`src/rtl/altera_ace5lite_hps2fpga_responder_if.sv`:
```
// HPS-to-FPGA bus bundle: ACE5-Lite side from the HPS and plain AXI4 side toward the fabric.
// The responder uses the slave modport; whatever drives the HPS side and models the fabric uses master.
interface altera_ace5lite_hps2fpga_responder_if #(
  parameter int H2F_ADDRESS_WIDTH = 40,
  parameter int H2F_DATA_WIDTH    = 128,
  parameter int H2F_ID_WIDTH      = 4
);
  localparam int AW = H2F_ADDRESS_WIDTH;
  localparam int DW = H2F_DATA_WIDTH;
  localparam int IW = H2F_ID_WIDTH;
  localparam int SW = H2F_DATA_WIDTH / 8;

  logic [IW-1:0] ace5_hps2fpga_awid;
  logic [AW-1:0] ace5_hps2fpga_awaddr;
  logic [7:0]    ace5_hps2fpga_awlen;
  logic [2:0]    ace5_hps2fpga_awsize;
  logic [1:0]    ace5_hps2fpga_awburst;
  logic          ace5_hps2fpga_awlock;
  logic [3:0]    ace5_hps2fpga_awcache;
  logic [2:0]    ace5_hps2fpga_awprot;
  logic [3:0]    ace5_hps2fpga_awqos;
  logic [1:0]    ace5_hps2fpga_awdomain;
  logic [3:0]    ace5_hps2fpga_awsnoop;
  logic [1:0]    ace5_hps2fpga_awbar;
  logic [5:0]    ace5_hps2fpga_awatop;
  logic          ace5_hps2fpga_awstashniden;
  logic          ace5_hps2fpga_awvalid, ace5_hps2fpga_awready;
  logic [DW-1:0] ace5_hps2fpga_wdata;
  logic [SW-1:0] ace5_hps2fpga_wstrb;
  logic          ace5_hps2fpga_wlast, ace5_hps2fpga_wvalid, ace5_hps2fpga_wready;
  logic [IW-1:0] ace5_hps2fpga_bid;
  logic [1:0]    ace5_hps2fpga_bresp;
  logic          ace5_hps2fpga_bvalid, ace5_hps2fpga_bready;
  logic [IW-1:0] ace5_hps2fpga_arid;
  logic [AW-1:0] ace5_hps2fpga_araddr;
  logic [7:0]    ace5_hps2fpga_arlen;
  logic [2:0]    ace5_hps2fpga_arsize;
  logic [1:0]    ace5_hps2fpga_arburst;
  logic          ace5_hps2fpga_arlock;
  logic [3:0]    ace5_hps2fpga_arcache;
  logic [2:0]    ace5_hps2fpga_arprot;
  logic [3:0]    ace5_hps2fpga_arqos;
  logic [1:0]    ace5_hps2fpga_ardomain;
  logic [3:0]    ace5_hps2fpga_arsnoop;
  logic [1:0]    ace5_hps2fpga_arbar;
  logic          ace5_hps2fpga_arvalid, ace5_hps2fpga_arready;
  logic [IW-1:0] ace5_hps2fpga_rid;
  logic [DW-1:0] ace5_hps2fpga_rdata;
  logic [1:0]    ace5_hps2fpga_rresp;
  logic          ace5_hps2fpga_rlast, ace5_hps2fpga_rvalid, ace5_hps2fpga_rready;

  logic [IW-1:0] axi4_hps2fpga_awid;
  logic [AW-1:0] axi4_hps2fpga_awaddr;
  logic [7:0]    axi4_hps2fpga_awlen;
  logic [2:0]    axi4_hps2fpga_awsize;
  logic [1:0]    axi4_hps2fpga_awburst;
  logic          axi4_hps2fpga_awlock;
  logic [3:0]    axi4_hps2fpga_awcache;
  logic [2:0]    axi4_hps2fpga_awprot;
  logic [3:0]    axi4_hps2fpga_awqos;
  logic          axi4_hps2fpga_awvalid, axi4_hps2fpga_awready;
  logic [DW-1:0] axi4_hps2fpga_wdata;
  logic [SW-1:0] axi4_hps2fpga_wstrb;
  logic          axi4_hps2fpga_wlast, axi4_hps2fpga_wvalid, axi4_hps2fpga_wready;
  logic [IW-1:0] axi4_hps2fpga_bid;
  logic [1:0]    axi4_hps2fpga_bresp;
  logic          axi4_hps2fpga_bvalid, axi4_hps2fpga_bready;
  logic [IW-1:0] axi4_hps2fpga_arid;
  logic [AW-1:0] axi4_hps2fpga_araddr;
  logic [7:0]    axi4_hps2fpga_arlen;
  logic [2:0]    axi4_hps2fpga_arsize;
  logic [1:0]    axi4_hps2fpga_arburst;
  logic          axi4_hps2fpga_arlock;
  logic [3:0]    axi4_hps2fpga_arcache;
  logic [2:0]    axi4_hps2fpga_arprot;
  logic [3:0]    axi4_hps2fpga_arqos;
  logic          axi4_hps2fpga_arvalid, axi4_hps2fpga_arready;
  logic [IW-1:0] axi4_hps2fpga_rid;
  logic [DW-1:0] axi4_hps2fpga_rdata;
  logic [1:0]    axi4_hps2fpga_rresp;
  logic          axi4_hps2fpga_rlast, axi4_hps2fpga_rvalid, axi4_hps2fpga_rready;

  modport slave (
    input  ace5_hps2fpga_awid, ace5_hps2fpga_awaddr, ace5_hps2fpga_awlen, ace5_hps2fpga_awsize,
           ace5_hps2fpga_awburst, ace5_hps2fpga_awlock, ace5_hps2fpga_awcache, ace5_hps2fpga_awprot,
           ace5_hps2fpga_awqos, ace5_hps2fpga_awdomain, ace5_hps2fpga_awsnoop, ace5_hps2fpga_awbar,
           ace5_hps2fpga_awatop, ace5_hps2fpga_awstashniden, ace5_hps2fpga_awvalid,
    output ace5_hps2fpga_awready,
    input  ace5_hps2fpga_wdata, ace5_hps2fpga_wstrb, ace5_hps2fpga_wlast, ace5_hps2fpga_wvalid,
    output ace5_hps2fpga_wready,
    output ace5_hps2fpga_bid, ace5_hps2fpga_bresp, ace5_hps2fpga_bvalid,
    input  ace5_hps2fpga_bready,
    input  ace5_hps2fpga_arid, ace5_hps2fpga_araddr, ace5_hps2fpga_arlen, ace5_hps2fpga_arsize,
           ace5_hps2fpga_arburst, ace5_hps2fpga_arlock, ace5_hps2fpga_arcache, ace5_hps2fpga_arprot,
           ace5_hps2fpga_arqos, ace5_hps2fpga_ardomain, ace5_hps2fpga_arsnoop, ace5_hps2fpga_arbar,
           ace5_hps2fpga_arvalid,
    output ace5_hps2fpga_arready,
    output ace5_hps2fpga_rid, ace5_hps2fpga_rdata, ace5_hps2fpga_rresp, ace5_hps2fpga_rlast,
           ace5_hps2fpga_rvalid,
    input  ace5_hps2fpga_rready,
    output axi4_hps2fpga_awid, axi4_hps2fpga_awaddr, axi4_hps2fpga_awlen, axi4_hps2fpga_awsize,
           axi4_hps2fpga_awburst, axi4_hps2fpga_awlock, axi4_hps2fpga_awcache, axi4_hps2fpga_awprot,
           axi4_hps2fpga_awqos, axi4_hps2fpga_awvalid,
    input  axi4_hps2fpga_awready,
    output axi4_hps2fpga_wdata, axi4_hps2fpga_wstrb, axi4_hps2fpga_wlast, axi4_hps2fpga_wvalid,
    input  axi4_hps2fpga_wready,
    input  axi4_hps2fpga_bid, axi4_hps2fpga_bresp, axi4_hps2fpga_bvalid,
    output axi4_hps2fpga_bready,
    output axi4_hps2fpga_arid, axi4_hps2fpga_araddr, axi4_hps2fpga_arlen, axi4_hps2fpga_arsize,
           axi4_hps2fpga_arburst, axi4_hps2fpga_arlock, axi4_hps2fpga_arcache, axi4_hps2fpga_arprot,
           axi4_hps2fpga_arqos, axi4_hps2fpga_arvalid,
    input  axi4_hps2fpga_arready,
    input  axi4_hps2fpga_rid, axi4_hps2fpga_rdata, axi4_hps2fpga_rresp, axi4_hps2fpga_rlast,
           axi4_hps2fpga_rvalid,
    output axi4_hps2fpga_rready
  );

  modport master (
    output ace5_hps2fpga_awid, ace5_hps2fpga_awaddr, ace5_hps2fpga_awlen, ace5_hps2fpga_awsize,
           ace5_hps2fpga_awburst, ace5_hps2fpga_awlock, ace5_hps2fpga_awcache, ace5_hps2fpga_awprot,
           ace5_hps2fpga_awqos, ace5_hps2fpga_awdomain, ace5_hps2fpga_awsnoop, ace5_hps2fpga_awbar,
           ace5_hps2fpga_awatop, ace5_hps2fpga_awstashniden, ace5_hps2fpga_awvalid,
    input  ace5_hps2fpga_awready,
    output ace5_hps2fpga_wdata, ace5_hps2fpga_wstrb, ace5_hps2fpga_wlast, ace5_hps2fpga_wvalid,
    input  ace5_hps2fpga_wready,
    input  ace5_hps2fpga_bid, ace5_hps2fpga_bresp, ace5_hps2fpga_bvalid,
    output ace5_hps2fpga_bready,
    output ace5_hps2fpga_arid, ace5_hps2fpga_araddr, ace5_hps2fpga_arlen, ace5_hps2fpga_arsize,
           ace5_hps2fpga_arburst, ace5_hps2fpga_arlock, ace5_hps2fpga_arcache, ace5_hps2fpga_arprot,
           ace5_hps2fpga_arqos, ace5_hps2fpga_ardomain, ace5_hps2fpga_arsnoop, ace5_hps2fpga_arbar,
           ace5_hps2fpga_arvalid,
    input  ace5_hps2fpga_arready,
    input  ace5_hps2fpga_rid, ace5_hps2fpga_rdata, ace5_hps2fpga_rresp, ace5_hps2fpga_rlast,
           ace5_hps2fpga_rvalid,
    output ace5_hps2fpga_rready,
    input  axi4_hps2fpga_awid, axi4_hps2fpga_awaddr, axi4_hps2fpga_awlen, axi4_hps2fpga_awsize,
           axi4_hps2fpga_awburst, axi4_hps2fpga_awlock, axi4_hps2fpga_awcache, axi4_hps2fpga_awprot,
           axi4_hps2fpga_awqos, axi4_hps2fpga_awvalid,
    output axi4_hps2fpga_awready,
    input  axi4_hps2fpga_wdata, axi4_hps2fpga_wstrb, axi4_hps2fpga_wlast, axi4_hps2fpga_wvalid,
    output axi4_hps2fpga_wready,
    output axi4_hps2fpga_bid, axi4_hps2fpga_bresp, axi4_hps2fpga_bvalid,
    input  axi4_hps2fpga_bready,
    input  axi4_hps2fpga_arid, axi4_hps2fpga_araddr, axi4_hps2fpga_arlen, axi4_hps2fpga_arsize,
           axi4_hps2fpga_arburst, axi4_hps2fpga_arlock, axi4_hps2fpga_arcache, axi4_hps2fpga_arprot,
           axi4_hps2fpga_arqos, axi4_hps2fpga_arvalid,
    output axi4_hps2fpga_arready,
    output axi4_hps2fpga_rid, axi4_hps2fpga_rdata, axi4_hps2fpga_rresp, axi4_hps2fpga_rlast,
           axi4_hps2fpga_rvalid,
    input  axi4_hps2fpga_rready
  );
endinterface

```
`src/rtl/altera_ace5lite_hps2fpga_responder.sv`:
```
// ACE5-Lite to AXI4 bridge that forwards plain requests and optionally answers ACE-only requests
// locally with SLVERR. Optional rejection enabled by ALTERA_ACE5LITE_REJECT_UNSUPPORTED_EN.
module altera_ace5lite_hps2fpga_responder #(
  parameter int H2F_ADDRESS_WIDTH = 40,
  parameter int H2F_DATA_WIDTH    = 128,
  parameter int H2F_ID_WIDTH      = 4
) (
  input logic axi_clock,
  input logic axi_reset,
  altera_ace5lite_hps2fpga_responder_if.slave bus
);
  localparam int AW = H2F_ADDRESS_WIDTH;
  localparam int IW = H2F_ID_WIDTH;
  localparam int DW = H2F_DATA_WIDTH;

  typedef struct packed {
    logic [IW-1:0] id;
    logic [AW-1:0] addr;
    logic [7:0]    len;
    logic [2:0]    size;
    logic [1:0]    burst;
    logic          lock;
    logic [3:0]    cache;
    logic [2:0]    prot;
    logic [3:0]    qos;
  } ax_t;

`ifdef ALTERA_ACE5LITE_REJECT_UNSUPPORTED_EN
  typedef enum logic [1:0] {W_IDLE, W_FWD, W_DRAIN, W_RESP} w_state_t;
  typedef enum logic [1:0] {R_IDLE, R_FWD, R_ERR} r_state_t;
`else
  typedef enum logic {W_IDLE, W_FWD} w_state_t;
  typedef enum logic {R_IDLE, R_FWD} r_state_t;
`endif

  w_state_t   w_state;
  r_state_t   r_state;
  ax_t        aw_in, ar_in, aw_q, ar_q;
  logic       rs;
  logic       aw_bad, ar_bad, w_drain, w_resp, r_err;
  logic       aw_pend, aw_done, w_done, ar_pend;
  logic [3:0] w_cnt, r_cnt;
  logic       aw_hs, ar_hs, wl_hs, aw_inc, b_dec, ar_inc, r_dec, b_err_hs, r_err_hs, r_err_last;
  logic       ace_unused;

  assign rs = axi_reset;

`ifdef ALTERA_ACE5LITE_REJECT_UNSUPPORTED_EN
  logic [7:0] beat;
  assign aw_bad  = (bus.ace5_hps2fpga_awatop != 6'd0) || (bus.ace5_hps2fpga_awsnoop != 4'd0) ||
                   (bus.ace5_hps2fpga_awbar != 2'd0) || bus.ace5_hps2fpga_awstashniden;
  assign ar_bad  = (bus.ace5_hps2fpga_arsnoop != 4'd0) || (bus.ace5_hps2fpga_arbar != 2'd0);
  assign w_drain = (w_state == W_DRAIN);
  assign w_resp  = (w_state == W_RESP);
  assign r_err   = (r_state == R_ERR);
  assign r_err_last = (beat == ar_q.len);
  assign ace_unused = ^{bus.ace5_hps2fpga_awdomain, bus.ace5_hps2fpga_ardomain};
`else
  assign aw_bad  = 1'b0;
  assign ar_bad  = 1'b0;
  assign w_drain = 1'b0;
  assign w_resp  = 1'b0;
  assign r_err   = 1'b0;
  assign r_err_last = 1'b0;
  assign ace_unused = ^{bus.ace5_hps2fpga_awdomain, bus.ace5_hps2fpga_awsnoop, bus.ace5_hps2fpga_awbar,
                        bus.ace5_hps2fpga_awatop, bus.ace5_hps2fpga_awstashniden,
                        bus.ace5_hps2fpga_ardomain, bus.ace5_hps2fpga_arsnoop, bus.ace5_hps2fpga_arbar};
`endif

  assign aw_in = '{id: bus.ace5_hps2fpga_awid, addr: bus.ace5_hps2fpga_awaddr, len: bus.ace5_hps2fpga_awlen,
                   size: bus.ace5_hps2fpga_awsize, burst: bus.ace5_hps2fpga_awburst,
                   lock: bus.ace5_hps2fpga_awlock, cache: bus.ace5_hps2fpga_awcache,
                   prot: bus.ace5_hps2fpga_awprot, qos: bus.ace5_hps2fpga_awqos};
  assign ar_in = '{id: bus.ace5_hps2fpga_arid, addr: bus.ace5_hps2fpga_araddr, len: bus.ace5_hps2fpga_arlen,
                   size: bus.ace5_hps2fpga_arsize, burst: bus.ace5_hps2fpga_arburst,
                   lock: bus.ace5_hps2fpga_arlock, cache: bus.ace5_hps2fpga_arcache,
                   prot: bus.ace5_hps2fpga_arprot, qos: bus.ace5_hps2fpga_arqos};

  // An error response may only start once nothing forwarded is in flight, so it cannot
  // overtake an earlier response with the same ID.
  assign bus.ace5_hps2fpga_awready = rs && (w_state == W_IDLE) && (w_cnt != 4'd15) && (!aw_bad || w_cnt == 4'd0);
  assign bus.ace5_hps2fpga_arready = rs && (r_state == R_IDLE) && (r_cnt != 4'd15) && (!ar_bad || r_cnt == 4'd0);

  assign {bus.axi4_hps2fpga_awid, bus.axi4_hps2fpga_awaddr, bus.axi4_hps2fpga_awlen, bus.axi4_hps2fpga_awsize,
          bus.axi4_hps2fpga_awburst, bus.axi4_hps2fpga_awlock, bus.axi4_hps2fpga_awcache,
          bus.axi4_hps2fpga_awprot, bus.axi4_hps2fpga_awqos} = aw_q;
  assign {bus.axi4_hps2fpga_arid, bus.axi4_hps2fpga_araddr, bus.axi4_hps2fpga_arlen, bus.axi4_hps2fpga_arsize,
          bus.axi4_hps2fpga_arburst, bus.axi4_hps2fpga_arlock, bus.axi4_hps2fpga_arcache,
          bus.axi4_hps2fpga_arprot, bus.axi4_hps2fpga_arqos} = ar_q;
  assign bus.axi4_hps2fpga_awvalid = rs && aw_pend;
  assign bus.axi4_hps2fpga_arvalid = rs && ar_pend;

  assign bus.axi4_hps2fpga_wdata  = bus.ace5_hps2fpga_wdata;
  assign bus.axi4_hps2fpga_wstrb  = bus.ace5_hps2fpga_wstrb;
  assign bus.axi4_hps2fpga_wlast  = bus.ace5_hps2fpga_wlast;
  assign bus.axi4_hps2fpga_wvalid = rs && (w_state == W_FWD) && bus.ace5_hps2fpga_wvalid;
  assign bus.ace5_hps2fpga_wready = rs && (((w_state == W_FWD) && bus.axi4_hps2fpga_wready) || w_drain);

  assign bus.ace5_hps2fpga_bvalid = rs && (w_resp || bus.axi4_hps2fpga_bvalid);
  assign bus.ace5_hps2fpga_bid    = w_resp ? aw_q.id : bus.axi4_hps2fpga_bid;
  assign bus.ace5_hps2fpga_bresp  = !rs ? 2'b00 : (w_resp ? 2'b10 : bus.axi4_hps2fpga_bresp);
  assign bus.axi4_hps2fpga_bready = rs && !w_resp && bus.ace5_hps2fpga_bready;

  assign bus.ace5_hps2fpga_rvalid = rs && (r_err || bus.axi4_hps2fpga_rvalid);
  assign bus.ace5_hps2fpga_rid    = r_err ? ar_q.id : bus.axi4_hps2fpga_rid;
  assign bus.ace5_hps2fpga_rdata  = r_err ? {DW{1'b0}} : bus.axi4_hps2fpga_rdata;
  assign bus.ace5_hps2fpga_rresp  = !rs ? 2'b00 : (r_err ? 2'b10 : bus.axi4_hps2fpga_rresp);
  assign bus.ace5_hps2fpga_rlast  = rs && (r_err ? r_err_last : bus.axi4_hps2fpga_rlast);
  assign bus.axi4_hps2fpga_rready = rs && !r_err && bus.ace5_hps2fpga_rready;

  assign aw_hs    = bus.ace5_hps2fpga_awvalid && bus.ace5_hps2fpga_awready;
  assign ar_hs    = bus.ace5_hps2fpga_arvalid && bus.ace5_hps2fpga_arready;
  assign wl_hs    = bus.ace5_hps2fpga_wvalid && bus.ace5_hps2fpga_wready && bus.ace5_hps2fpga_wlast;
  assign aw_inc   = bus.axi4_hps2fpga_awvalid && bus.axi4_hps2fpga_awready;
  assign b_dec    = bus.axi4_hps2fpga_bvalid && bus.axi4_hps2fpga_bready;
  assign ar_inc   = bus.axi4_hps2fpga_arvalid && bus.axi4_hps2fpga_arready;
  assign r_dec    = bus.axi4_hps2fpga_rvalid && bus.axi4_hps2fpga_rready && bus.axi4_hps2fpga_rlast;
  assign b_err_hs = w_resp && bus.ace5_hps2fpga_bready;
  assign r_err_hs = r_err && bus.ace5_hps2fpga_rready;

  always_ff @(posedge axi_clock) begin
    if (!axi_reset) begin
      w_state <= W_IDLE;
      aw_pend <= 1'b0;
      aw_done <= 1'b0;
      w_done  <= 1'b0;
      w_cnt   <= '0;
      aw_q    <= '0;
    end else begin
      if (aw_inc && !b_dec && w_cnt != 4'd15) w_cnt <= w_cnt + 4'd1;
      else if (b_dec && !aw_inc && w_cnt != 4'd0) w_cnt <= w_cnt - 4'd1;
      if (aw_inc) aw_pend <= 1'b0;
      case (w_state)
        W_IDLE: if (aw_hs) begin
          aw_q    <= aw_in;
          aw_done <= 1'b0;
          w_done  <= 1'b0;
          if (aw_bad) begin
`ifdef ALTERA_ACE5LITE_REJECT_UNSUPPORTED_EN
            w_state <= W_DRAIN;
`endif
          end else begin
            w_state <= W_FWD;
            aw_pend <= 1'b1;
          end
        end
        // Downstream AW and the last W beat can complete in either order.
        W_FWD: begin
          if (aw_inc) aw_done <= 1'b1;
          if (wl_hs)  w_done  <= 1'b1;
          if ((aw_done || aw_inc) && (w_done || wl_hs)) w_state <= W_IDLE;
        end
`ifdef ALTERA_ACE5LITE_REJECT_UNSUPPORTED_EN
        W_DRAIN: if (wl_hs) w_state <= W_RESP;
        W_RESP:  if (b_err_hs) w_state <= W_IDLE;
`endif
        default: w_state <= W_IDLE;
      endcase
    end
  end

  always_ff @(posedge axi_clock) begin
    if (!axi_reset) begin
      r_state <= R_IDLE;
      ar_pend <= 1'b0;
      r_cnt   <= '0;
      ar_q    <= '0;
`ifdef ALTERA_ACE5LITE_REJECT_UNSUPPORTED_EN
      beat    <= '0;
`endif
    end else begin
      if (ar_inc && !r_dec && r_cnt != 4'd15) r_cnt <= r_cnt + 4'd1;
      else if (r_dec && !ar_inc && r_cnt != 4'd0) r_cnt <= r_cnt - 4'd1;
      case (r_state)
        R_IDLE: if (ar_hs) begin
          ar_q <= ar_in;
          if (ar_bad) begin
`ifdef ALTERA_ACE5LITE_REJECT_UNSUPPORTED_EN
            r_state <= R_ERR;
            beat    <= '0;
`endif
          end else begin
            r_state <= R_FWD;
            ar_pend <= 1'b1;
          end
        end
        R_FWD: if (ar_inc) begin
          r_state <= R_IDLE;
          ar_pend <= 1'b0;
        end
`ifdef ALTERA_ACE5LITE_REJECT_UNSUPPORTED_EN
        R_ERR: if (r_err_hs) begin
          if (r_err_last) begin
            r_state <= R_IDLE;
            beat    <= '0;
          end else begin
            beat <= beat + 8'd1;
          end
        end
`endif
        default: r_state <= R_IDLE;
      endcase
    end
  end
endmodule

```
`src/flat_wrapper.sv`:
```
// flat-port wrapper written by rule: the top's interface ports become plain ports
module altera_ace5lite_hps2fpga_responder_flat 
#(
  parameter int H2F_ADDRESS_WIDTH = 40,
  parameter int H2F_DATA_WIDTH    = 128,
  parameter int H2F_ID_WIDTH      = 4
)
  (axi_clock, axi_reset, bus_ace5_hps2fpga_awid, bus_ace5_hps2fpga_awaddr, bus_ace5_hps2fpga_awlen, bus_ace5_hps2fpga_awsize, bus_ace5_hps2fpga_awburst, bus_ace5_hps2fpga_awlock, bus_ace5_hps2fpga_awcache, bus_ace5_hps2fpga_awprot, bus_ace5_hps2fpga_awqos, bus_ace5_hps2fpga_awdomain, bus_ace5_hps2fpga_awsnoop, bus_ace5_hps2fpga_awbar, bus_ace5_hps2fpga_awatop, bus_ace5_hps2fpga_awstashniden, bus_ace5_hps2fpga_awvalid, bus_ace5_hps2fpga_awready, bus_ace5_hps2fpga_wdata, bus_ace5_hps2fpga_wstrb, bus_ace5_hps2fpga_wlast, bus_ace5_hps2fpga_wvalid, bus_ace5_hps2fpga_wready, bus_ace5_hps2fpga_bid, bus_ace5_hps2fpga_bresp, bus_ace5_hps2fpga_bvalid, bus_ace5_hps2fpga_bready, bus_ace5_hps2fpga_arid, bus_ace5_hps2fpga_araddr, bus_ace5_hps2fpga_arlen, bus_ace5_hps2fpga_arsize, bus_ace5_hps2fpga_arburst, bus_ace5_hps2fpga_arlock, bus_ace5_hps2fpga_arcache, bus_ace5_hps2fpga_arprot, bus_ace5_hps2fpga_arqos, bus_ace5_hps2fpga_ardomain, bus_ace5_hps2fpga_arsnoop, bus_ace5_hps2fpga_arbar, bus_ace5_hps2fpga_arvalid, bus_ace5_hps2fpga_arready, bus_ace5_hps2fpga_rid, bus_ace5_hps2fpga_rdata, bus_ace5_hps2fpga_rresp, bus_ace5_hps2fpga_rlast, bus_ace5_hps2fpga_rvalid, bus_ace5_hps2fpga_rready, bus_axi4_hps2fpga_awid, bus_axi4_hps2fpga_awaddr, bus_axi4_hps2fpga_awlen, bus_axi4_hps2fpga_awsize, bus_axi4_hps2fpga_awburst, bus_axi4_hps2fpga_awlock, bus_axi4_hps2fpga_awcache, bus_axi4_hps2fpga_awprot, bus_axi4_hps2fpga_awqos, bus_axi4_hps2fpga_awvalid, bus_axi4_hps2fpga_awready, bus_axi4_hps2fpga_wdata, bus_axi4_hps2fpga_wstrb, bus_axi4_hps2fpga_wlast, bus_axi4_hps2fpga_wvalid, bus_axi4_hps2fpga_wready, bus_axi4_hps2fpga_bid, bus_axi4_hps2fpga_bresp, bus_axi4_hps2fpga_bvalid, bus_axi4_hps2fpga_bready, bus_axi4_hps2fpga_arid, bus_axi4_hps2fpga_araddr, bus_axi4_hps2fpga_arlen, bus_axi4_hps2fpga_arsize, bus_axi4_hps2fpga_arburst, bus_axi4_hps2fpga_arlock, bus_axi4_hps2fpga_arcache, bus_axi4_hps2fpga_arprot, bus_axi4_hps2fpga_arqos, bus_axi4_hps2fpga_arvalid, bus_axi4_hps2fpga_arready, bus_axi4_hps2fpga_rid, bus_axi4_hps2fpga_rdata, bus_axi4_hps2fpga_rresp, bus_axi4_hps2fpga_rlast, bus_axi4_hps2fpga_rvalid, bus_axi4_hps2fpga_rready);
  altera_ace5lite_hps2fpga_responder_if #(.H2F_ADDRESS_WIDTH(H2F_ADDRESS_WIDTH), .H2F_DATA_WIDTH(H2F_DATA_WIDTH), .H2F_ID_WIDTH(H2F_ID_WIDTH)) bus_i ();
  input logic axi_clock;
  input logic axi_reset;
  input wire logic [$bits(bus_i.ace5_hps2fpga_awid)-1:0] bus_ace5_hps2fpga_awid;
  input wire logic [$bits(bus_i.ace5_hps2fpga_awaddr)-1:0] bus_ace5_hps2fpga_awaddr;
  input wire logic [$bits(bus_i.ace5_hps2fpga_awlen)-1:0] bus_ace5_hps2fpga_awlen;
  input wire logic [$bits(bus_i.ace5_hps2fpga_awsize)-1:0] bus_ace5_hps2fpga_awsize;
  input wire logic [$bits(bus_i.ace5_hps2fpga_awburst)-1:0] bus_ace5_hps2fpga_awburst;
  input wire logic [$bits(bus_i.ace5_hps2fpga_awlock)-1:0] bus_ace5_hps2fpga_awlock;
  input wire logic [$bits(bus_i.ace5_hps2fpga_awcache)-1:0] bus_ace5_hps2fpga_awcache;
  input wire logic [$bits(bus_i.ace5_hps2fpga_awprot)-1:0] bus_ace5_hps2fpga_awprot;
  input wire logic [$bits(bus_i.ace5_hps2fpga_awqos)-1:0] bus_ace5_hps2fpga_awqos;
  input wire logic [$bits(bus_i.ace5_hps2fpga_awdomain)-1:0] bus_ace5_hps2fpga_awdomain;
  input wire logic [$bits(bus_i.ace5_hps2fpga_awsnoop)-1:0] bus_ace5_hps2fpga_awsnoop;
  input wire logic [$bits(bus_i.ace5_hps2fpga_awbar)-1:0] bus_ace5_hps2fpga_awbar;
  input wire logic [$bits(bus_i.ace5_hps2fpga_awatop)-1:0] bus_ace5_hps2fpga_awatop;
  input wire logic [$bits(bus_i.ace5_hps2fpga_awstashniden)-1:0] bus_ace5_hps2fpga_awstashniden;
  input wire logic [$bits(bus_i.ace5_hps2fpga_awvalid)-1:0] bus_ace5_hps2fpga_awvalid;
  output wire logic [$bits(bus_i.ace5_hps2fpga_awready)-1:0] bus_ace5_hps2fpga_awready;
  input wire logic [$bits(bus_i.ace5_hps2fpga_wdata)-1:0] bus_ace5_hps2fpga_wdata;
  input wire logic [$bits(bus_i.ace5_hps2fpga_wstrb)-1:0] bus_ace5_hps2fpga_wstrb;
  input wire logic [$bits(bus_i.ace5_hps2fpga_wlast)-1:0] bus_ace5_hps2fpga_wlast;
  input wire logic [$bits(bus_i.ace5_hps2fpga_wvalid)-1:0] bus_ace5_hps2fpga_wvalid;
  output wire logic [$bits(bus_i.ace5_hps2fpga_wready)-1:0] bus_ace5_hps2fpga_wready;
  output wire logic [$bits(bus_i.ace5_hps2fpga_bid)-1:0] bus_ace5_hps2fpga_bid;
  output wire logic [$bits(bus_i.ace5_hps2fpga_bresp)-1:0] bus_ace5_hps2fpga_bresp;
  output wire logic [$bits(bus_i.ace5_hps2fpga_bvalid)-1:0] bus_ace5_hps2fpga_bvalid;
  input wire logic [$bits(bus_i.ace5_hps2fpga_bready)-1:0] bus_ace5_hps2fpga_bready;
  input wire logic [$bits(bus_i.ace5_hps2fpga_arid)-1:0] bus_ace5_hps2fpga_arid;
  input wire logic [$bits(bus_i.ace5_hps2fpga_araddr)-1:0] bus_ace5_hps2fpga_araddr;
  input wire logic [$bits(bus_i.ace5_hps2fpga_arlen)-1:0] bus_ace5_hps2fpga_arlen;
  input wire logic [$bits(bus_i.ace5_hps2fpga_arsize)-1:0] bus_ace5_hps2fpga_arsize;
  input wire logic [$bits(bus_i.ace5_hps2fpga_arburst)-1:0] bus_ace5_hps2fpga_arburst;
  input wire logic [$bits(bus_i.ace5_hps2fpga_arlock)-1:0] bus_ace5_hps2fpga_arlock;
  input wire logic [$bits(bus_i.ace5_hps2fpga_arcache)-1:0] bus_ace5_hps2fpga_arcache;
  input wire logic [$bits(bus_i.ace5_hps2fpga_arprot)-1:0] bus_ace5_hps2fpga_arprot;
  input wire logic [$bits(bus_i.ace5_hps2fpga_arqos)-1:0] bus_ace5_hps2fpga_arqos;
  input wire logic [$bits(bus_i.ace5_hps2fpga_ardomain)-1:0] bus_ace5_hps2fpga_ardomain;
  input wire logic [$bits(bus_i.ace5_hps2fpga_arsnoop)-1:0] bus_ace5_hps2fpga_arsnoop;
  input wire logic [$bits(bus_i.ace5_hps2fpga_arbar)-1:0] bus_ace5_hps2fpga_arbar;
  input wire logic [$bits(bus_i.ace5_hps2fpga_arvalid)-1:0] bus_ace5_hps2fpga_arvalid;
  output wire logic [$bits(bus_i.ace5_hps2fpga_arready)-1:0] bus_ace5_hps2fpga_arready;
  output wire logic [$bits(bus_i.ace5_hps2fpga_rid)-1:0] bus_ace5_hps2fpga_rid;
  output wire logic [$bits(bus_i.ace5_hps2fpga_rdata)-1:0] bus_ace5_hps2fpga_rdata;
  output wire logic [$bits(bus_i.ace5_hps2fpga_rresp)-1:0] bus_ace5_hps2fpga_rresp;
  output wire logic [$bits(bus_i.ace5_hps2fpga_rlast)-1:0] bus_ace5_hps2fpga_rlast;
  output wire logic [$bits(bus_i.ace5_hps2fpga_rvalid)-1:0] bus_ace5_hps2fpga_rvalid;
  input wire logic [$bits(bus_i.ace5_hps2fpga_rready)-1:0] bus_ace5_hps2fpga_rready;
  output wire logic [$bits(bus_i.axi4_hps2fpga_awid)-1:0] bus_axi4_hps2fpga_awid;
  output wire logic [$bits(bus_i.axi4_hps2fpga_awaddr)-1:0] bus_axi4_hps2fpga_awaddr;
  output wire logic [$bits(bus_i.axi4_hps2fpga_awlen)-1:0] bus_axi4_hps2fpga_awlen;
  output wire logic [$bits(bus_i.axi4_hps2fpga_awsize)-1:0] bus_axi4_hps2fpga_awsize;
  output wire logic [$bits(bus_i.axi4_hps2fpga_awburst)-1:0] bus_axi4_hps2fpga_awburst;
  output wire logic [$bits(bus_i.axi4_hps2fpga_awlock)-1:0] bus_axi4_hps2fpga_awlock;
  output wire logic [$bits(bus_i.axi4_hps2fpga_awcache)-1:0] bus_axi4_hps2fpga_awcache;
  output wire logic [$bits(bus_i.axi4_hps2fpga_awprot)-1:0] bus_axi4_hps2fpga_awprot;
  output wire logic [$bits(bus_i.axi4_hps2fpga_awqos)-1:0] bus_axi4_hps2fpga_awqos;
  output wire logic [$bits(bus_i.axi4_hps2fpga_awvalid)-1:0] bus_axi4_hps2fpga_awvalid;
  input wire logic [$bits(bus_i.axi4_hps2fpga_awready)-1:0] bus_axi4_hps2fpga_awready;
  output wire logic [$bits(bus_i.axi4_hps2fpga_wdata)-1:0] bus_axi4_hps2fpga_wdata;
  output wire logic [$bits(bus_i.axi4_hps2fpga_wstrb)-1:0] bus_axi4_hps2fpga_wstrb;
  output wire logic [$bits(bus_i.axi4_hps2fpga_wlast)-1:0] bus_axi4_hps2fpga_wlast;
  output wire logic [$bits(bus_i.axi4_hps2fpga_wvalid)-1:0] bus_axi4_hps2fpga_wvalid;
  input wire logic [$bits(bus_i.axi4_hps2fpga_wready)-1:0] bus_axi4_hps2fpga_wready;
  input wire logic [$bits(bus_i.axi4_hps2fpga_bid)-1:0] bus_axi4_hps2fpga_bid;
  input wire logic [$bits(bus_i.axi4_hps2fpga_bresp)-1:0] bus_axi4_hps2fpga_bresp;
  input wire logic [$bits(bus_i.axi4_hps2fpga_bvalid)-1:0] bus_axi4_hps2fpga_bvalid;
  output wire logic [$bits(bus_i.axi4_hps2fpga_bready)-1:0] bus_axi4_hps2fpga_bready;
  output wire logic [$bits(bus_i.axi4_hps2fpga_arid)-1:0] bus_axi4_hps2fpga_arid;
  output wire logic [$bits(bus_i.axi4_hps2fpga_araddr)-1:0] bus_axi4_hps2fpga_araddr;
  output wire logic [$bits(bus_i.axi4_hps2fpga_arlen)-1:0] bus_axi4_hps2fpga_arlen;
  output wire logic [$bits(bus_i.axi4_hps2fpga_arsize)-1:0] bus_axi4_hps2fpga_arsize;
  output wire logic [$bits(bus_i.axi4_hps2fpga_arburst)-1:0] bus_axi4_hps2fpga_arburst;
  output wire logic [$bits(bus_i.axi4_hps2fpga_arlock)-1:0] bus_axi4_hps2fpga_arlock;
  output wire logic [$bits(bus_i.axi4_hps2fpga_arcache)-1:0] bus_axi4_hps2fpga_arcache;
  output wire logic [$bits(bus_i.axi4_hps2fpga_arprot)-1:0] bus_axi4_hps2fpga_arprot;
  output wire logic [$bits(bus_i.axi4_hps2fpga_arqos)-1:0] bus_axi4_hps2fpga_arqos;
  output wire logic [$bits(bus_i.axi4_hps2fpga_arvalid)-1:0] bus_axi4_hps2fpga_arvalid;
  input wire logic [$bits(bus_i.axi4_hps2fpga_arready)-1:0] bus_axi4_hps2fpga_arready;
  input wire logic [$bits(bus_i.axi4_hps2fpga_rid)-1:0] bus_axi4_hps2fpga_rid;
  input wire logic [$bits(bus_i.axi4_hps2fpga_rdata)-1:0] bus_axi4_hps2fpga_rdata;
  input wire logic [$bits(bus_i.axi4_hps2fpga_rresp)-1:0] bus_axi4_hps2fpga_rresp;
  input wire logic [$bits(bus_i.axi4_hps2fpga_rlast)-1:0] bus_axi4_hps2fpga_rlast;
  input wire logic [$bits(bus_i.axi4_hps2fpga_rvalid)-1:0] bus_axi4_hps2fpga_rvalid;
  output wire logic [$bits(bus_i.axi4_hps2fpga_rready)-1:0] bus_axi4_hps2fpga_rready;
  assign bus_i.ace5_hps2fpga_awid = bus_ace5_hps2fpga_awid;
  assign bus_i.ace5_hps2fpga_awaddr = bus_ace5_hps2fpga_awaddr;
  assign bus_i.ace5_hps2fpga_awlen = bus_ace5_hps2fpga_awlen;
  assign bus_i.ace5_hps2fpga_awsize = bus_ace5_hps2fpga_awsize;
  assign bus_i.ace5_hps2fpga_awburst = bus_ace5_hps2fpga_awburst;
  assign bus_i.ace5_hps2fpga_awlock = bus_ace5_hps2fpga_awlock;
  assign bus_i.ace5_hps2fpga_awcache = bus_ace5_hps2fpga_awcache;
  assign bus_i.ace5_hps2fpga_awprot = bus_ace5_hps2fpga_awprot;
  assign bus_i.ace5_hps2fpga_awqos = bus_ace5_hps2fpga_awqos;
  assign bus_i.ace5_hps2fpga_awdomain = bus_ace5_hps2fpga_awdomain;
  assign bus_i.ace5_hps2fpga_awsnoop = bus_ace5_hps2fpga_awsnoop;
  assign bus_i.ace5_hps2fpga_awbar = bus_ace5_hps2fpga_awbar;
  assign bus_i.ace5_hps2fpga_awatop = bus_ace5_hps2fpga_awatop;
  assign bus_i.ace5_hps2fpga_awstashniden = bus_ace5_hps2fpga_awstashniden;
  assign bus_i.ace5_hps2fpga_awvalid = bus_ace5_hps2fpga_awvalid;
  assign bus_ace5_hps2fpga_awready = bus_i.ace5_hps2fpga_awready;
  assign bus_i.ace5_hps2fpga_wdata = bus_ace5_hps2fpga_wdata;
  assign bus_i.ace5_hps2fpga_wstrb = bus_ace5_hps2fpga_wstrb;
  assign bus_i.ace5_hps2fpga_wlast = bus_ace5_hps2fpga_wlast;
  assign bus_i.ace5_hps2fpga_wvalid = bus_ace5_hps2fpga_wvalid;
  assign bus_ace5_hps2fpga_wready = bus_i.ace5_hps2fpga_wready;
  assign bus_ace5_hps2fpga_bid = bus_i.ace5_hps2fpga_bid;
  assign bus_ace5_hps2fpga_bresp = bus_i.ace5_hps2fpga_bresp;
  assign bus_ace5_hps2fpga_bvalid = bus_i.ace5_hps2fpga_bvalid;
  assign bus_i.ace5_hps2fpga_bready = bus_ace5_hps2fpga_bready;
  assign bus_i.ace5_hps2fpga_arid = bus_ace5_hps2fpga_arid;
  assign bus_i.ace5_hps2fpga_araddr = bus_ace5_hps2fpga_araddr;
  assign bus_i.ace5_hps2fpga_arlen = bus_ace5_hps2fpga_arlen;
  assign bus_i.ace5_hps2fpga_arsize = bus_ace5_hps2fpga_arsize;
  assign bus_i.ace5_hps2fpga_arburst = bus_ace5_hps2fpga_arburst;
  assign bus_i.ace5_hps2fpga_arlock = bus_ace5_hps2fpga_arlock;
  assign bus_i.ace5_hps2fpga_arcache = bus_ace5_hps2fpga_arcache;
  assign bus_i.ace5_hps2fpga_arprot = bus_ace5_hps2fpga_arprot;
  assign bus_i.ace5_hps2fpga_arqos = bus_ace5_hps2fpga_arqos;
  assign bus_i.ace5_hps2fpga_ardomain = bus_ace5_hps2fpga_ardomain;
  assign bus_i.ace5_hps2fpga_arsnoop = bus_ace5_hps2fpga_arsnoop;
  assign bus_i.ace5_hps2fpga_arbar = bus_ace5_hps2fpga_arbar;
  assign bus_i.ace5_hps2fpga_arvalid = bus_ace5_hps2fpga_arvalid;
  assign bus_ace5_hps2fpga_arready = bus_i.ace5_hps2fpga_arready;
  assign bus_ace5_hps2fpga_rid = bus_i.ace5_hps2fpga_rid;
  assign bus_ace5_hps2fpga_rdata = bus_i.ace5_hps2fpga_rdata;
  assign bus_ace5_hps2fpga_rresp = bus_i.ace5_hps2fpga_rresp;
  assign bus_ace5_hps2fpga_rlast = bus_i.ace5_hps2fpga_rlast;
  assign bus_ace5_hps2fpga_rvalid = bus_i.ace5_hps2fpga_rvalid;
  assign bus_i.ace5_hps2fpga_rready = bus_ace5_hps2fpga_rready;
  assign bus_axi4_hps2fpga_awid = bus_i.axi4_hps2fpga_awid;
  assign bus_axi4_hps2fpga_awaddr = bus_i.axi4_hps2fpga_awaddr;
  assign bus_axi4_hps2fpga_awlen = bus_i.axi4_hps2fpga_awlen;
  assign bus_axi4_hps2fpga_awsize = bus_i.axi4_hps2fpga_awsize;
  assign bus_axi4_hps2fpga_awburst = bus_i.axi4_hps2fpga_awburst;
  assign bus_axi4_hps2fpga_awlock = bus_i.axi4_hps2fpga_awlock;
  assign bus_axi4_hps2fpga_awcache = bus_i.axi4_hps2fpga_awcache;
  assign bus_axi4_hps2fpga_awprot = bus_i.axi4_hps2fpga_awprot;
  assign bus_axi4_hps2fpga_awqos = bus_i.axi4_hps2fpga_awqos;
  assign bus_axi4_hps2fpga_awvalid = bus_i.axi4_hps2fpga_awvalid;
  assign bus_i.axi4_hps2fpga_awready = bus_axi4_hps2fpga_awready;
  assign bus_axi4_hps2fpga_wdata = bus_i.axi4_hps2fpga_wdata;
  assign bus_axi4_hps2fpga_wstrb = bus_i.axi4_hps2fpga_wstrb;
  assign bus_axi4_hps2fpga_wlast = bus_i.axi4_hps2fpga_wlast;
  assign bus_axi4_hps2fpga_wvalid = bus_i.axi4_hps2fpga_wvalid;
  assign bus_i.axi4_hps2fpga_wready = bus_axi4_hps2fpga_wready;
  assign bus_i.axi4_hps2fpga_bid = bus_axi4_hps2fpga_bid;
  assign bus_i.axi4_hps2fpga_bresp = bus_axi4_hps2fpga_bresp;
  assign bus_i.axi4_hps2fpga_bvalid = bus_axi4_hps2fpga_bvalid;
  assign bus_axi4_hps2fpga_bready = bus_i.axi4_hps2fpga_bready;
  assign bus_axi4_hps2fpga_arid = bus_i.axi4_hps2fpga_arid;
  assign bus_axi4_hps2fpga_araddr = bus_i.axi4_hps2fpga_araddr;
  assign bus_axi4_hps2fpga_arlen = bus_i.axi4_hps2fpga_arlen;
  assign bus_axi4_hps2fpga_arsize = bus_i.axi4_hps2fpga_arsize;
  assign bus_axi4_hps2fpga_arburst = bus_i.axi4_hps2fpga_arburst;
  assign bus_axi4_hps2fpga_arlock = bus_i.axi4_hps2fpga_arlock;
  assign bus_axi4_hps2fpga_arcache = bus_i.axi4_hps2fpga_arcache;
  assign bus_axi4_hps2fpga_arprot = bus_i.axi4_hps2fpga_arprot;
  assign bus_axi4_hps2fpga_arqos = bus_i.axi4_hps2fpga_arqos;
  assign bus_axi4_hps2fpga_arvalid = bus_i.axi4_hps2fpga_arvalid;
  assign bus_i.axi4_hps2fpga_arready = bus_axi4_hps2fpga_arready;
  assign bus_i.axi4_hps2fpga_rid = bus_axi4_hps2fpga_rid;
  assign bus_i.axi4_hps2fpga_rdata = bus_axi4_hps2fpga_rdata;
  assign bus_i.axi4_hps2fpga_rresp = bus_axi4_hps2fpga_rresp;
  assign bus_i.axi4_hps2fpga_rlast = bus_axi4_hps2fpga_rlast;
  assign bus_i.axi4_hps2fpga_rvalid = bus_axi4_hps2fpga_rvalid;
  assign bus_axi4_hps2fpga_rready = bus_i.axi4_hps2fpga_rready;
  altera_ace5lite_hps2fpga_responder #(.H2F_ADDRESS_WIDTH(H2F_ADDRESS_WIDTH), .H2F_DATA_WIDTH(H2F_DATA_WIDTH), .H2F_ID_WIDTH(H2F_ID_WIDTH)) u_core (.axi_clock(axi_clock), .axi_reset(axi_reset), .bus(bus_i));
endmodule
```
`config.mk`:
```
export PLATFORM = sky130hd
export DESIGN_NAME = altera_ace5lite_hps2fpga_responder_flat
export DESIGN_NICKNAME = d
export VERILOG_FILES = /design/src/rtl/altera_ace5lite_hps2fpga_responder_if.sv /design/src/rtl/altera_ace5lite_hps2fpga_responder.sv /design/src/flat_wrapper.sv
export SDC_FILE = /design/constraint.sdc
export NUM_CORES = 1
export LEC_CHECK = 0
export CORE_AREA = 4 4 344 346
export CTS_BUF_LIST = sky130_fd_sc_hd__clkbuf_16
export DETAILED_ROUTE_END_ITERATION = 10
export DIE_AREA = 0 0 348 350
export GPL_TIMING_DRIVEN = 0
export PLACE_DENSITY_LB_ADDON = 0.12
export SLEW_MARGIN = 5
export SYNTH_ARGS = -nofsm -noshare
export SYNTH_HDL_FRONTEND = slang
export SYNTH_SLANG_ARGS = --single-unit
```
`constraint.sdc`:
```
create_clock -name axi_clock -period 3.5 [get_ports axi_clock]
set_input_delay 0.35 -clock axi_clock [delete_from_list [all_inputs] [get_ports axi_clock]]
set_output_delay 0.35 -clock axi_clock [all_outputs]
set_load 0.05 [all_outputs]
```
==> results.ini, run 1 <==
[outcome]
outcome=complete, no violations

[worst_setup_path]
rrSetupSlack_ns=1.13
rr_worst_depth=9
crit_fanout=10
crit-reg2reg-launch=u_core.w_cnt[1]
crit_path_max_incr_delay_ns=0.89
slowest_stage=clkdlybuf4s50_1
endpoint_kind=primary output
critPathRequiredTime_ns=3.15
crit_arrival_ns=2.85
r2r-end=u_core.w_cnt[3]
cp_common_cell=clkdlybuf4s50_1
path_buf_inv=5
setup.worst_path.start_class=input pin
crit_chain=clkdlybuf4s50_1, buf_4, inv_2, buf_2, nor3b_1, clkdlybuf4s50_1
cp_top_family=buffers and inverters
path_class=in -> out

[clock_tree]
cts_num_sinks=152
root_buffer=clkbuf_16
cts_buffers=17
clock_latency_ns=0.50
hold_buffers=0
h-tree-depth=4
cts_resized=0
cts_tree=built
clockBufferDepth=2
cts.clk_slew.worst_paths_ns=0.08
post-cts-setup-buffer-count=0

[place]
portBuffers=589
dp.cells=3093
place_congestion=0.725
placed_cell_area_sq_mm=0.0157
post-dp-hpwl_microns=42700

[logic_synthesis]
yosys.area_share.simple_pct=17.0
synth_async_sr_flop_share_pct=0
syn_nets=1445
ys_seq_area_share_pct=38.7
yosysMostFrequentCell=buf_4
yosys_warnings=0
synth_compound_area_share_pct=10.7
synth_xor_area_share_pct=0.223
synth-seq-cells=152
synth_area_per_cell_sq_um=8.02
synth_top_area_cell=dfxtp_1
syn_area_sq_mm=0.00786
post_synth_mux_area_share_pct=0.764
synth_fa_ha_area_share_pct=1.15
synthCells=980
synth-edff-count=0
synth.top_cell.area_share_pct=38.7
synthFlopType=dfxtp_1
synth_top_family_by_area=buffers and inverters
synth_cell_types=45
yosys-top-cells-count=292 x buf_4, 282 x nand2_1, 152 x dfxtp_1
synth.top_cells.by_area=dfxtp_1 39%, buf_4 28%, nand2_1 13%

[timing]
fin_setup_tns_ns=0
slew_violations=0
finalCriticalPeriod_ns=3.20
fmax_ghz=0.312
tightestPinTransition_ns=0.953
finClkSkew_ns=0.0158
setup-violations-final=0
holdWs_ns=0.389
grt_setup_unrepaired=no
hold_violations=0
fin_crit_sh_pct=91.5
slew_headroom_pct=36.5

[global_route]
antenna_found_initial=15
track_usage_pct=7.97
grt_pass1_vias=8845
grt_overflow=0
grt_max_degree=17
grt_pass1_wl_microns=67700

[power_and_ir_drop]
power_density_mw_per_mm2=376
max-vdd-ir-drop_v=0.000351
p_leak_uw=0.00601

[route]
routedWlPerCell_microns=16.3
drt-total-wl_microns=51000
vias=8488
drc=0
viasPerCell=2.72
ant_nets=0
drt_first_pass_iters=4
drt-initial-drc-count=200

[die]
die_height_microns=350
io_pins=893
initial_core_util_pct=6.81
rows=125
coreArea_sq_mm=0.115
die_area_sq_mm=0.122
dieWidth_microns=348

[hold_path]
holdCritStartpoint=bus_ace5_hps2fpga_awaddr[24]
hp-class=in -> reg
hold_path_end=u_core.bus.axi4_hps2fpga_awaddr[24]
whs_path_depth=3

[layout]
final_nets=2052
syn2layout_area_growth_pct=107
n_fill_cell=13244
fin_cells=3125
fin_area_sq_mm=0.0162
drive_gt1_share_pct=22.3
multi_input_area_sq_mm=0.00234
regArea_sq_mm=0.00304

[flow_run]
drv_cap=0

tightest hold or removal path, stage by stage:
cell	delay [ns]
clkdlybuf4s50_1	0.39
nand2_1	0.05
a21oi_1	0.05
layout make-up:
type                    count  area share [%]
clock inverters            15           0.971
clock buffers              17            2.62
diodes                      1          0.0154
flip-flops and latches    152            18.7
multi-input cells         493            14.4
plain buffers             330            15.1
well taps                1524            11.7
repair buffers            589            36.3
inverters                   4          0.0924
flip-flops by register name (all words and copies together), names as in the netlist, 2 cells and up:
register / count
u_core.bus.axi4_hps2fpga_araddr: 40
u_core.bus.axi4_hps2fpga_arburst: 2
u_core.bus.axi4_hps2fpga_arcache: 4
u_core.bus.axi4_hps2fpga_arid: 4
u_core.bus.axi4_hps2fpga_arlen: 8
u_core.bus.axi4_hps2fpga_arprot: 3
u_core.bus.axi4_hps2fpga_arqos: 4
u_core.bus.axi4_hps2fpga_arsize: 3
u_core.bus.axi4_hps2fpga_awaddr: 40
u_core.bus.axi4_hps2fpga_awburst: 2
u_core.bus.axi4_hps2fpga_awcache: 4
u_core.bus.axi4_hps2fpga_awid: 4
u_core.bus.axi4_hps2fpga_awlen: 8
u_core.bus.axi4_hps2fpga_awprot: 3
u_core.bus.axi4_hps2fpga_awqos: 4
u_core.bus.axi4_hps2fpga_awsize: 3
u_core.r_cnt: 4
u_core.w_cnt: 4
cell usage in the layout, fill, tap and decap left out, types with 3 or more instances in the layout:
cell / n
and3_1: 5
clkbuf_16: 17
inv_8: 3
and2_1: 10
o21ai_0: 4
buf_4: 292
mux2i_1: 6
clkinv_4: 3
nand2_1: 282
nand4_1: 3
inv_6: 6
clkdlybuf4s50_1: 589
buf_6: 14
clkbuf_1: 13
buf_2: 9
a21oi_1: 140
ha_1: 4
inv_1: 3
dfxtp_1: 152
nand3_1: 3
how the worst max path moves through the flow:
stage | startpoint | to | slack (ns) | cells after the start
floorplan | axi_reset | u_core.r_cnt[3] | 1.13 | 8
global placement | axi_reset | bus_axi4_hps2fpga_bready | 0.07 | 6
global route | axi_reset | bus_ace5_hps2fpga_arready | 0.04 | 6
finish | axi_reset | bus_ace5_hps2fpga_awready | 0.30 | 6
detailed placement | axi_reset | bus_ace5_hps2fpga_rresp[1] | 0.05 | 6
CTS | axi_reset | bus_axi4_hps2fpga_bready | 0.04 | 6
per-layer routing:
metal | vias up | GRT usage, % | share of wire (%)
li1 | 4076 | - | -
met1 | 3867 | 7.70 | 34
met2 | 471 | 14.4 | 52
met3 | 50 | 4.44 | 12
met4 | 24 | 2.63 | 1.8
met5 | - | 0 | 0.29
where the power goes:
part / leakage, uW / switching (uW) / internal [uW]
clock network: 0.000282 / 981 / 1010
registers: 0.00124 / 59.4 / 1820
logic: 0.00448 / 1370 / 878
logic make-up after synthesis:
kind of cell	after synthesis
AOI/OAI and AO/OA	159
DFF	152
xor gates and xnor gates	2
muxes	6
adders and majority gates	6
and+or+nand+nor	320
buffers and inverters	335
per-stage QoR:
step	power [uW]	util (%)	setup slack, ns
5_1_grt	6460	14.1	0.0354
3_3_place_gp	4220	13.6	0.0717
6_report	6110	14.1	0.298
3_5_place_dp	4210	13.6	0.0464
4_1_cts	6350	14.1	0.0447
2_1_floorplan	3330	-	1.13
(Power assumes the default switching activity.)
==> run 2: changes to the inputs <==
--- a/config.mk
+++ b/config.mk
@@ -7,11 +7,12 @@
 export LEC_CHECK = 0
 export CORE_AREA = 4 4 344 346
 export CTS_BUF_LIST = sky130_fd_sc_hd__clkbuf_16
+export CTS_CLUSTER_DIAMETER = 40
 export DETAILED_ROUTE_END_ITERATION = 10
 export DIE_AREA = 0 0 348 350
 export GPL_TIMING_DRIVEN = 0
 export PLACE_DENSITY_LB_ADDON = 0.12
-export SLEW_MARGIN = 5
+export SLEW_MARGIN = 40
 export SYNTH_ARGS = -nofsm -noshare
 export SYNTH_HDL_FRONTEND = slang
 export SYNTH_SLANG_ARGS = --single-unit
==> run 2 against run 1 <==
Against the previous run:
- sequential share of layout area decreased by 0.069 points
- combinational power about the same
- sequential power about the same
- routed wire length about the same
- core utilization increased by 0.052 points
- worst setup slack got worse by 0.017 ns
- flip-flop and latch count unchanged
- largest power group unchanged
- highest routed layer unchanged
==> results.ini, run 2 (synthesis gave the netlist of run 1 again) <==
[route]
drc=0  ; unchanged
ant_nets=0  ; unchanged
vias=8500  ; +0.14%
routedWlPerCell_microns=16.3  ; -0.15%
drt-total-wl_microns=51000  ; about the same
viasPerCell=2.72  ; about the same
drt_first_pass_iters=4  ; unchanged
drt-initial-drc-count=217  ; +8.5%

[worst_setup_path]
crit_arrival_ns=2.87  ; +0.02 ns
path_class=in -> out
setup.worst_path.start_class=input pin
crit_fanout=10  ; unchanged
endpoint_kind=primary output
critPathRequiredTime_ns=3.15  ; about the same

[die]
coreArea_sq_mm=0.115  ; unchanged
die_height_microns=350  ; unchanged
die_area_sq_mm=0.122  ; unchanged
initial_core_util_pct=6.81  ; unchanged
rows=125  ; unchanged
io_pins=893  ; unchanged
dieWidth_microns=348  ; unchanged

[global_route]
grt_overflow=0  ; unchanged
track_usage_pct=7.97  ; about the same
grt_max_degree=17  ; unchanged
grt_pass1_vias=8921  ; +0.86%
grt_pass1_wl_microns=67700  ; about the same
antenna_found_initial=14  ; -1

[layout]
syn2layout_area_growth_pct=107
layout_common_cells=589 x clkdlybuf4s50_1, 292 x buf_4, 282 x nand2_1
fin_util_pct=14.1  ; +0.052 points
regArea_sq_mm=0.00304  ; unchanged
multi_input_area_sq_mm=0.00234  ; unchanged
drive_gt1_share_pct=22.5  ; +0.19 points
final_nets=2052  ; unchanged
layout_commonest_cell=clkdlybuf4s50_1
n_fill_cell=13214  ; -0.23%

[clock_tree]
clockBufferDepth=2  ; unchanged
cts_tree=built
cts_resized=0  ; unchanged
cts.clk_slew.worst_paths_ns=0.07  ; about the same
hold_buffers=0  ; unchanged
root_buffer=clkbuf_16
h-tree-depth=4  ; unchanged
clock_latency_ns=0.50  ; about the same
post-cts-setup-buffer-count=0  ; unchanged
cts_buffers=17  ; unchanged
cts_num_sinks=152  ; unchanged

[power_and_ir_drop]
p_leak_uw=0.00604  ; +0.55%
max-vdd-ir-drop_v=0.000331  ; -5.7%
total_power_uw=6260  ; +2.4%
power_density_mw_per_mm2=384  ; +2.0%

[outcome]
outcome=complete, no violations

[timing]
finalCriticalPeriod_ns=3.22  ; +0.0173 ns
slew_violations=0  ; unchanged
finClkSkew_ns=0.0148  ; -0.00109 ns
fmax_ghz=0.311  ; -0.54%
fin_crit_sh_pct=92.0  ; +0.49 points
holdWs_ns=0.391  ; +0.00193 ns
hold_violations=0  ; unchanged
slew_headroom_pct=45.4  ; +9.0 points
fin_setup_tns_ns=0  ; unchanged
setup-violations-final=0  ; unchanged
tightestPinTransition_ns=0.816  ; -0.138 ns
grt_setup_unrepaired=no

[hold_path]
hp-class=in -> reg

[flow_run]
drv_cap=0  ; unchanged

[place]
portBuffers=589  ; unchanged
place_congestion=0.725  ; unchanged
post-dp-hpwl_microns=42700  ; about the same

## run 2: cell count changes in the layout (fill, tap and decap cells not counted), sizes merged
| cell | delta |
|---|---|
| clkinvlp | -1 |
| clkinv | -2 |
| inv | +1 |
| bufinv | +2 |
| diode | +5 |
## run 2: path summary, 6_finish.rpt
| kind | cells past startpoint | slack, ns | end | start |
|---|---|---|---|---|
| hold / removal | 3 | 0.39 | u_core.bus.axi4_hps2fpga_arcache[3] | bus_ace5_hps2fpga_arcache[3] |
| setup reg to reg | 9 | 1.11 | u_core.w_cnt[3] | u_core.w_cnt[1] |
| hold reg to reg | 2 | 0.45 | u_core.bus.axi4_hps2fpga_awaddr[22] | u_core.bus.axi4_hps2fpga_awaddr[22] |
| setup / recovery | 6 | 0.28 | bus_ace5_hps2fpga_arready | axi_reset |
## run 2: metal layers
layer | wire length (microns) | track usage (%) | share of wire [%]
met5 | 118 | 0 | 0.23
met4 | 1060 | 2.95 | 2.1
met3 | 6150 | 4.41 | 12
met2 | 26400 | 14.4 | 52
met1 | 17300 | 7.56 | 34
## run 2: critical path, cell delays in order
cell             delay (ns)
clkdlybuf4s50_1        0.56
buf_4                  0.23
inv_2                  0.24
buf_2                  0.33
nor3b_1                0.27
clkdlybuf4s50_1        0.88
## run 2: power by group
group          leakage, uW  internal (uW)  switching [uW]
logic              0.00449            879            1370
registers          0.00124           1820            59.8
clock network     0.000306           1150             980
total              0.00604           3850            2410
## run 2: area by class of cell
| class | count | area share, % |
|---|---|---|
| Buffer | 330 | 15.1 |
| Clock buffer | 17 | 2.61 |
| Timing Repair Buffer | 589 | 36.2 |
| Tap cell | 1524 | 11.7 |
| Sequential cell | 152 | 18.7 |
| Clock inverter | 15 | 1.24 |
| Multi-Input combinational cell | 493 | 14.4 |
| Antenna cell | 6 | 0.0921 |
| Inverter | 4 | 0.0921 |
## run 2: per-stage QoR
| stage | std cells | worst slack [ns] | area, sq um |
|---|---|---|---|
| CTS | 3125 | 0.0373 | 16300 |
| finish | 3130 | 0.281 | 16300 |
| global route | 3124 | 0.0291 | 16300 |
| global placement | 3093 | 0.0717 | 15700 |
| floorplan | 980 | 1.13 | 7860 |
| detailed placement | 3093 | 0.0385 | 15700 |
==> run 3: changes to the inputs <==
--- a/config.mk
+++ b/config.mk
@@ -12,6 +12,7 @@
 export DIE_AREA = 0 0 348 350
 export GPL_TIMING_DRIVEN = 0
 export PLACE_DENSITY_LB_ADDON = 0.12
+export REMOVE_ABC_BUFFERS = 1
 export SLEW_MARGIN = 40
 export SYNTH_ARGS = -nofsm -noshare
 export SYNTH_HDL_FRONTEND = slang
==> run 3 against run 2 <==
Against the previous run:
- routed wire length grew to 2.8 times the previous value
- first-iteration DRC count up 140%
- critical path depth shrank 3
- final cell count down 19%
- register-to-register slack worse by 0.02 ns
- cell area fell by 31%
- via count is 13% lower
- maximum frequency is 15% higher
- clock power down 7%
- worst setup slack improved by 0.42 ns
==> results.ini, run 3 (synthesis gave the netlist of run 1 again) <==
[place]
post-dp-hpwl_microns=131000  ; +210%
placed_cell_area_sq_mm=0.0107  ; -31%
place_congestion=1.20  ; +66%
portBuffers=309  ; -48%

[timing]
finalCriticalPeriod_ns=2.80  ; -0.422 ns
fin_crit_sh_pct=79.9  ; -12 points
tightestPinTransition_ns=0.707  ; -0.108 ns
fmax_ghz=0.358  ; +15%
slew_headroom_pct=52.7  ; +7.2 points
hold_violations=0  ; unchanged
finClkSkew_ns=0.0177  ; +0.00298 ns
grt_setup_unrepaired=no
setup-violations-final=0  ; unchanged
slew_violations=0  ; unchanged
holdWs_ns=0.378  ; -0.0121 ns
fin_setup_tns_ns=0  ; unchanged

[route]
ant_nets=0  ; unchanged
drt-initial-drc-count=526  ; +140%
vias=7406  ; -13%
routedWlPerCell_microns=55.9  ; +240%
viasPerCell=2.92  ; +7.5%
drt-total-wl_microns=142000  ; +180%
drt_first_pass_iters=4  ; unchanged
drc=0  ; unchanged

[worst_setup_path]
crit_arrival_ns=2.45  ; -0.42 ns
crit_fanout=7  ; -3
setup.worst_path.start_class=flip-flop
critPathRequiredTime_ns=3.15  ; about the same
path_class=reg -> out
endpoint_kind=primary output
rrSetupSlack_ns=1.09  ; -0.02 ns

[global_route]
track_usage_pct=22.6  ; +15 points
grt_pass1_wl_microns=158000  ; +130%
grt_max_degree=70  ; +53
grt_pass1_vias=6794  ; -24%
grt_overflow=0  ; unchanged
antenna_found_initial=8  ; -6

[layout]
syn2layout_area_growth_pct=43.9
final_nets=1462  ; -29%
layout_common_cells=307 x clkdlybuf4s50_1, 282 x nand2_1, 152 x dfxtp_1
n_fill_cell=13426  ; +1.6%
drive_gt1_share_pct=6.24  ; -16 points
layout_commonest_cell=clkdlybuf4s50_1
fin_util_pct=9.80  ; -4.3 points
fin_area_sq_mm=0.0113  ; -31%

[clock_tree]
cts_buffers=17  ; unchanged
cts.clk_slew.worst_paths_ns=0.09  ; +0.02 ns
h-tree-depth=4  ; unchanged
clock_latency_ns=0.51  ; about the same
clockBufferDepth=2  ; unchanged
root_buffer=clkbuf_16
post-cts-setup-buffer-count=0  ; unchanged
hold_buffers=0  ; unchanged
cts_tree=built
cts_resized=0  ; unchanged
cts_num_sinks=152  ; unchanged

[die]
coreArea_sq_mm=0.115  ; unchanged
initial_core_util_pct=6.81  ; unchanged
io_pins=893  ; unchanged
die_height_microns=350  ; unchanged
dieWidth_microns=348  ; unchanged
die_area_sq_mm=0.122  ; unchanged
rows=125  ; unchanged

[outcome]
outcome=complete, no violations

[power_and_ir_drop]
max-vdd-ir-drop_v=0.000323  ; -2.5%
power_density_mw_per_mm2=434  ; +13%
total_power_uw=4910  ; -22%
p_leak_uw=0.00353  ; -42%

[hold_path]
hp-class=in -> reg

[flow_run]
drv_cap=0  ; unchanged

==> run 3: cell types whose count changed in the layout (fill, tap and decap cells not counted), sizes merged <==
| cell | change |
|---|---|
| buf | -294 |
| clkdlybuf4s50 | -282 |
| clkbuf | -14 |
| clkinv | +4 |
| diode | -3 |
| inv | -3 |
| bufinv | -2 |
==> run 3: per-layer routing <==
layer | vias up | global-route usage, % | share of wire, %
met5 | - | 12.3 | 1.6
li1 | 2897 | - | -
met1 | 3129 | 9.85 | 17
met3 | 105 | 33.3 | 30
met4 | 34 | 9.84 | 4.9
met2 | 1241 | 37.5 | 47
==> run 3: area by class of cell <==
cell class	instances	area, sq um	area share (%)
Timing Repair Buffer	329	3400	30.1
Sequential cell	152	3040	26.9
Multi-Input combinational cell	493	2360	20.9
Tap cell	1524	1910	16.9
Clock buffer	17	425	3.76
Clock inverter	14	139	1.23
Inverter	4	22.5	0.199
Antenna cell	3	7.51	0.0664
==> run 3: final timing paths <==
kind,cells after the start,end,from
max,3,bus_ace5_hps2fpga_arready,u_core.r_cnt[0]
min reg2reg,2,u_core.bus.axi4_hps2fpga_awaddr[0],u_core.bus.axi4_hps2fpga_awaddr[0]
min,3,u_core.bus.axi4_hps2fpga_araddr[11],bus_ace5_hps2fpga_araddr[11]
max reg2reg,7,u_core.r_cnt[3],u_core.r_cnt[0]
==> run 3: power by group <==
| part | leakage, uW | switching, uW | internal [uW] |
|---|---|---|---|
| Combinational | 0.00201 | 627 | 419 |
| Clock | 0.000276 | 991 | 993 |
| Sequential | 0.00124 | 60.5 | 1820 |
==> run 3: worst max-delay path, cell delays in order (launching register included) <==
cell,delay [ns]
dfxtp_1,0.49
nand4_1,0.40
nor3b_1,0.28
clkdlybuf4s50_1,0.76
==> run 3: per-stage QoR <==
step           worst slack (ns)  std cells
2_1_floorplan             0.674        649
3_3_place_gp              -4.24       2482
3_5_place_dp              0.538       2502
4_1_cts                   0.646       2533
5_1_grt                   0.575       2533
6_report                  0.703       2536
